**src/rtl/uart_lite_pkg.sv**
```systemverilog
// uart_lite_pkg: shared defaults and sizing helpers for the uart_lite FIFOs.
//   DATA_BITS_DFLT : default character width
//   RX_DEPTH_DFLT  : default receive FIFO depth (power of two, >= 2)
//   ptr_w()        : pointer width for a FIFO of a given depth (address bits + wrap bit)
package uart_lite_pkg;

  localparam int unsigned DATA_BITS_DFLT = 8;
  localparam int unsigned RX_DEPTH_DFLT  = 16;

  // The extra MSB is the wrap bit that separates full from empty.
  function automatic int unsigned ptr_w(input int unsigned depth);
    return $clog2(depth) + 1;
  endfunction

endpackage

```
**src/rtl/fifo_ptr_ctrl.sv**
```systemverilog
// fifo_ptr_ctrl: read/write pointers, full/empty and occupancy for a
// power-of-two FIFO whose writer cannot be held off.
//   clk_i, rst_i  : clock, synchronous active-high reset
//   push_req_i    : writer has a word this cycle
//   pop_req_i     : reader accepts the head this cycle (ignored when empty)
//   wr_addr_o     : storage address for the next write
//   rd_addr_o     : storage address of the head
//   push_c        : write accepted this cycle (may use the slot freed by pop_c)
//   pop_c         : head consumed this cycle
//   drop_c        : write refused because the FIFO is full and not popping
//   empty_c       : no stored words
//   full_c        : DEPTH stored words
//   count_o       : registered occupancy, 0..DEPTH
module fifo_ptr_ctrl
  import uart_lite_pkg::*;
#(
  parameter int unsigned DEPTH = RX_DEPTH_DFLT
) (
  input  logic                       clk_i,
  input  logic                       rst_i,
  input  logic                       push_req_i,
  input  logic                       pop_req_i,
  output logic [$clog2(DEPTH)-1:0]   wr_addr_o,
  output logic [$clog2(DEPTH)-1:0]   rd_addr_o,
  output logic                       push_c,
  output logic                       pop_c,
  output logic                       drop_c,
  output logic                       empty_c,
  output logic                       full_c,
  output logic [ptr_w(DEPTH)-1:0]    count_o
);

  localparam int unsigned PTR_W = ptr_w(DEPTH);
  localparam int unsigned AW    = PTR_W - 1;

  logic [PTR_W-1:0] wr_ptr_q, wr_ptr_d;
  logic [PTR_W-1:0] rd_ptr_q, rd_ptr_d;
  logic [PTR_W-1:0] count_q,  count_d;

  // Status, handshake qualification and next-state pointers/count.
  always_comb begin
    empty_c  = (wr_ptr_q == rd_ptr_q);
    full_c   = (wr_ptr_q[AW-1:0] == rd_ptr_q[AW-1:0]) && (wr_ptr_q[AW] != rd_ptr_q[AW]);
    pop_c    = pop_req_i && !empty_c;
    // A pop in the same cycle frees a slot, so a full FIFO still accepts.
    push_c   = push_req_i && (!full_c || pop_c);
    drop_c   = push_req_i && full_c && !pop_c;

    wr_ptr_d = wr_ptr_q;
    rd_ptr_d = rd_ptr_q;
    count_d  = count_q;
    if (push_c) wr_ptr_d = wr_ptr_q + PTR_W'(1);
    if (pop_c)  rd_ptr_d = rd_ptr_q + PTR_W'(1);
    case ({push_c, pop_c})
      2'b10:   count_d = count_q + PTR_W'(1);
      2'b01:   count_d = count_q - PTR_W'(1);
      default: count_d = count_q;
    endcase
  end

  always_ff @(posedge clk_i) begin
    if (rst_i) begin
      wr_ptr_q <= '0;
      rd_ptr_q <= '0;
      count_q  <= '0;
    end else begin
      wr_ptr_q <= wr_ptr_d;
      rd_ptr_q <= rd_ptr_d;
      count_q  <= count_d;
    end
  end

  assign wr_addr_o = wr_ptr_q[AW-1:0];
  assign rd_addr_o = rd_ptr_q[AW-1:0];
  assign count_o   = count_q;

endmodule

```
**src/rtl/rx_char_fifo.sv**
```systemverilog
// rx_char_fifo: first-word-fall-through buffer between character recovery
// and the host side, with occupancy and a sticky overrun flag.
// Build option: define UART_LITE_RX_OVERRUN_EN to implement overrun_o;
// otherwise overrun_o is 0 and overrun_clr_i is ignored (drops still occur).
//   clk_i, rst_i   : oversampling clock, synchronous active-high reset
//   char_i/valid_i : recovered character and its one-cycle strobe (no backpressure)
//   char_o/valid_o : head character (combinational read) and non-empty
//   ready_i        : consumer accepts head when valid_o is high
//   count_o        : stored characters, 0..DEPTH
//   overrun_o      : sticky, a character was dropped while full
//   overrun_clr_i  : clears overrun_o (a coincident drop wins)
module rx_char_fifo
  import uart_lite_pkg::*;
#(
  parameter int unsigned DATA_BITS = DATA_BITS_DFLT,
  parameter int unsigned DEPTH     = RX_DEPTH_DFLT
) (
  input  logic                     clk_i,
  input  logic                     rst_i,
  input  logic [DATA_BITS-1:0]     char_i,
  input  logic                     valid_i,
  output logic [DATA_BITS-1:0]     char_o,
  output logic                     valid_o,
  input  logic                     ready_i,
  output logic [ptr_w(DEPTH)-1:0]  count_o,
  output logic                     overrun_o,
  input  logic                     overrun_clr_i
);

  localparam int unsigned AW = $clog2(DEPTH);

  logic [AW-1:0]        wr_addr, rd_addr;
  logic                 push_c, pop_c, drop_c, empty_c, full_c;
  logic [DATA_BITS-1:0] mem_q [DEPTH];

  fifo_ptr_ctrl #(
    .DEPTH (DEPTH)
  ) u_ptr (
    .clk_i      (clk_i),
    .rst_i      (rst_i),
    .push_req_i (valid_i),
    .pop_req_i  (ready_i),
    .wr_addr_o  (wr_addr),
    .rd_addr_o  (rd_addr),
    .push_c     (push_c),
    .pop_c      (pop_c),
    .drop_c     (drop_c),
    .empty_c    (empty_c),
    .full_c     (full_c),
    .count_o    (count_o)
  );

  // Storage is deliberately not reset; the pointers define what is valid.
  always_ff @(posedge clk_i) begin
    if (push_c) mem_q[wr_addr] <= char_i;
  end

  assign char_o  = mem_q[rd_addr];
  assign valid_o = !empty_c;

`ifdef UART_LITE_RX_OVERRUN_EN
  logic overrun_q, overrun_d;

  // Sticky drop flag; set has priority over clear.
  always_comb begin
    overrun_d = overrun_q;
    if (overrun_clr_i) overrun_d = 1'b0;
    if (drop_c)        overrun_d = 1'b1;
  end

  always_ff @(posedge clk_i) begin
    if (rst_i) overrun_q <= 1'b0;
    else       overrun_q <= overrun_d;
  end

  assign overrun_o = overrun_q;

  logic unused_c;
  assign unused_c = full_c ^ pop_c;
`else
  assign overrun_o = 1'b0;

  logic unused_c;
  assign unused_c = full_c ^ pop_c ^ drop_c ^ overrun_clr_i;
`endif

endmodule

```
**config.mk**
```make
export PLATFORM = sky130hd
export DESIGN_NAME = rx_char_fifo
export DESIGN_NICKNAME = d
export VERILOG_FILES = /design/src/rtl/uart_lite_pkg.sv /design/src/rtl/fifo_ptr_ctrl.sv /design/src/rtl/rx_char_fifo.sv
export SDC_FILE = /design/constraint.sdc
export NUM_CORES = 1
export LEC_CHECK = 0
export CAP_MARGIN = 20
export CORE_ASPECT_RATIO = 0.7
export CORE_MARGIN = 4
export CORE_UTILIZATION = 64
export DETAILED_ROUTE_END_ITERATION = 12
export HOLD_SLACK_MARGIN = 0.08
export PLACE_DENSITY = 0.84
export SYNTH_ARGS = -nofsm -noshare
export SYNTH_HDL_FRONTEND = slang
export SYNTH_HIERARCHICAL = 1
export SYNTH_SLANG_ARGS = --single-unit
```
**constraint.sdc**
```tcl
create_clock -name clk_i -period 8.09 [get_ports clk_i]
set_input_delay 1.618 -clock clk_i [delete_from_list [all_inputs] [get_ports clk_i]]
set_output_delay 1.618 -clock clk_i [all_outputs]
set_load 0.05 [all_outputs]
```
==> out/qor.csv <==
metric,value,unit
antenna_found_initial,1,
synth_fp_nets,344,
ys.warnings.count,6,
numCtsBuffers,17,
cts_max_path_buffers,2,
r2r_slack,4.68,ns
place_area,6270,sq um
worst_slew_pin_slew,0.936,ns
grt_overflow_total,0,
p_leak,2.26,nW
gp_congestion,0.753,
clkTransAtPathRegs,0.06,ns
critPathArrivalTime,3.31,ns
drv_cap,0,
root_buffer,clkbuf_16,
drtIter0Drc,320,
initial_utilization,65.9,%
cp-end-kind,output pin,
pwr-share-comb,17.0,%
die_h,88.9,um
final_layout_size_suffix_gt1_share,15.8,%
period_minus_slack,4.93,ns
finalSetupViolCount,0,
grt_max_degree,25,
synth_area_per_cell,18.4,sq um
hold_viol,0,
slew_headroom,37.4,%
cts_resized,0,
place_ws,3.62,ns
p_clk_share,40.3,%
cts_setup_buffers,0,
clk_latency,0.42,ns
fmax,203,MHz
first_global_vias,3177,
vias,3178,
viasPerCell,6.49,
htreeDepth,4,
status,finished clean,
setup_tns,0,ns
hold_class,reg2reg,
insertedDiodeCount,0,
p_sw,0.508,mW
nNetsFinal,372,
rsz0062_at_grt,no,
syn_to_final_growth,14.9,%
drc,0,
cts_hold_buf,0,
grt.total_usage,24.5,%
layout_worst_path_cycle_share,61.0,%
crit_type,reg2out,
cts.sinks,143,
seq_power_share,42.7,%
worst_setup_path_start_kind,flip-flop,
required,6.47,ns
skew,0.0139,ns
first_pass_iters,6,
grt_first_pass_wirelength,18600,um
dieWidth,124,um
design_area,6870,sq um
netlist_area,5980,sq um
coreArea,9070,sq um
dieArea,11000,sq um
cellInternalPower,1.48,mW
synthesis.instances,325,
port_buffers,25,
place.detailed.hpwl,7310,um
peakVddDrop,244,uV
rows,29,
netSwitchingFraction,25.5,%
ant_nets,0,
pin_count,28,
wl,12000,um
crit_path_max_fanout,24,
power.density,289,nW/um^2
tritoncts,done,
worst_slack,3.16,ns
avgRoutedWirePerCell,24.5,um
maxSlewViolCount,0,
==> area by class of cell <==
cell class / instances / area, sq um
fill: 496 / 2200
clock inverter: 12 / 168
sequential: 143 / 4150
multi-input combinational: 159 / 1670
timing repair buffer: 31 / 295
clock buffer: 20 / 437
tap: 124 / 155
inverter: 1 / 3.75
==> cells in the final DEF, fill, tap and decap left out, types with 2 or more instances in the layout <==
cell type,n
edfxtp_1,128
nor2_1,26
clkdlybuf4s50_1,25
mux4_2,18
clkbuf_16,17
a22oi_1,16
mux4_1,14
dfxtp_1,14
nand2_1,10
xnor2_1,9
nor3_1,6
nand2b_1,6
buf_4,6
xor2_1,6
ha_1,5
bufinv_16,4
mux2i_1,4
a21oi_1,4
nor2b_1,3
clkinvlp_4,3
clkbuf_1,3
clkinv_1,3
nand3b_1,2
nand4_1,2
a21o_1,2
mux2_1,2
and3_1,2
o311ai_1,2
o21ai_0,2
nor3b_1,2
==> metrics by stage <==
step / total power [mW] / cells / hold slack, ns / utilization, %
after floorplan: 1.11 / 325 / 0.534 / -
after global placement: 1.19 / 458 / 0.519 / 69.1
after detailed placement: 1.20 / 458 / 0.546 / 69.1
after CTS: 2.00 / 490 / 0.566 / 75.8
after global routing: 2.05 / 490 / 0.595 / 75.8
final: 1.99 / 490 / 0.556 / 75.8
==> layer usage <==
metal,share of wire (%),vias to the layer above,global-route usage [%],wire length [um]
met4,2.0,2,9.55,240
li1,-,1357,-,-
met3,8.4,26,7.67,1010
met5,0.11,-,0,13
met1,41,1632,33.5,4980
met2,48,161,37.6,5780
==> sequential cells by signal, indices dropped and copies added (netlist names) <==
| signal | flops |
|---|---|
| u_ptr/rd_ptr_q | 5 |
| u_ptr/wr_ptr_q | 5 |
| u_ptr/count_o | 5 |
| mem_q | 128 |
==> power by group through the flow <==
stage	Combinational [mW]	Clock (mW)	Sequential, mW
after floorplan	0.240	0	0.873
after global placement	0.324	0	0.863
after detailed placement	0.333	0	0.864
after CTS	0.339	0.808	0.851
after global routing	0.359	0.840	0.854
final	0.338	0.801	0.850
==> final timing paths <==
kind | from | cells after the start | to
max | u_ptr/rd_ptr_q[0] | 5 | char_o[1]
min | u_ptr/count_o[1] | 2 | u_ptr/count_o[1]
max reg2reg | u_ptr/rd_ptr_q[0] | 6 | mem_q[3][5]
min reg2reg | u_ptr/count_o[1] | 2 | u_ptr/count_o[1]
==> worst max-delay path: stages, from the launching register on <==
cell and delay, ns:
dfxtp_2 0.60, buf_4 0.48, mux4_1 0.69, a22oi_1 0.23, nand2_1 0.15, clkdlybuf4s50_1 0.72
Note: power is estimated with default switching activity, not from simulation.
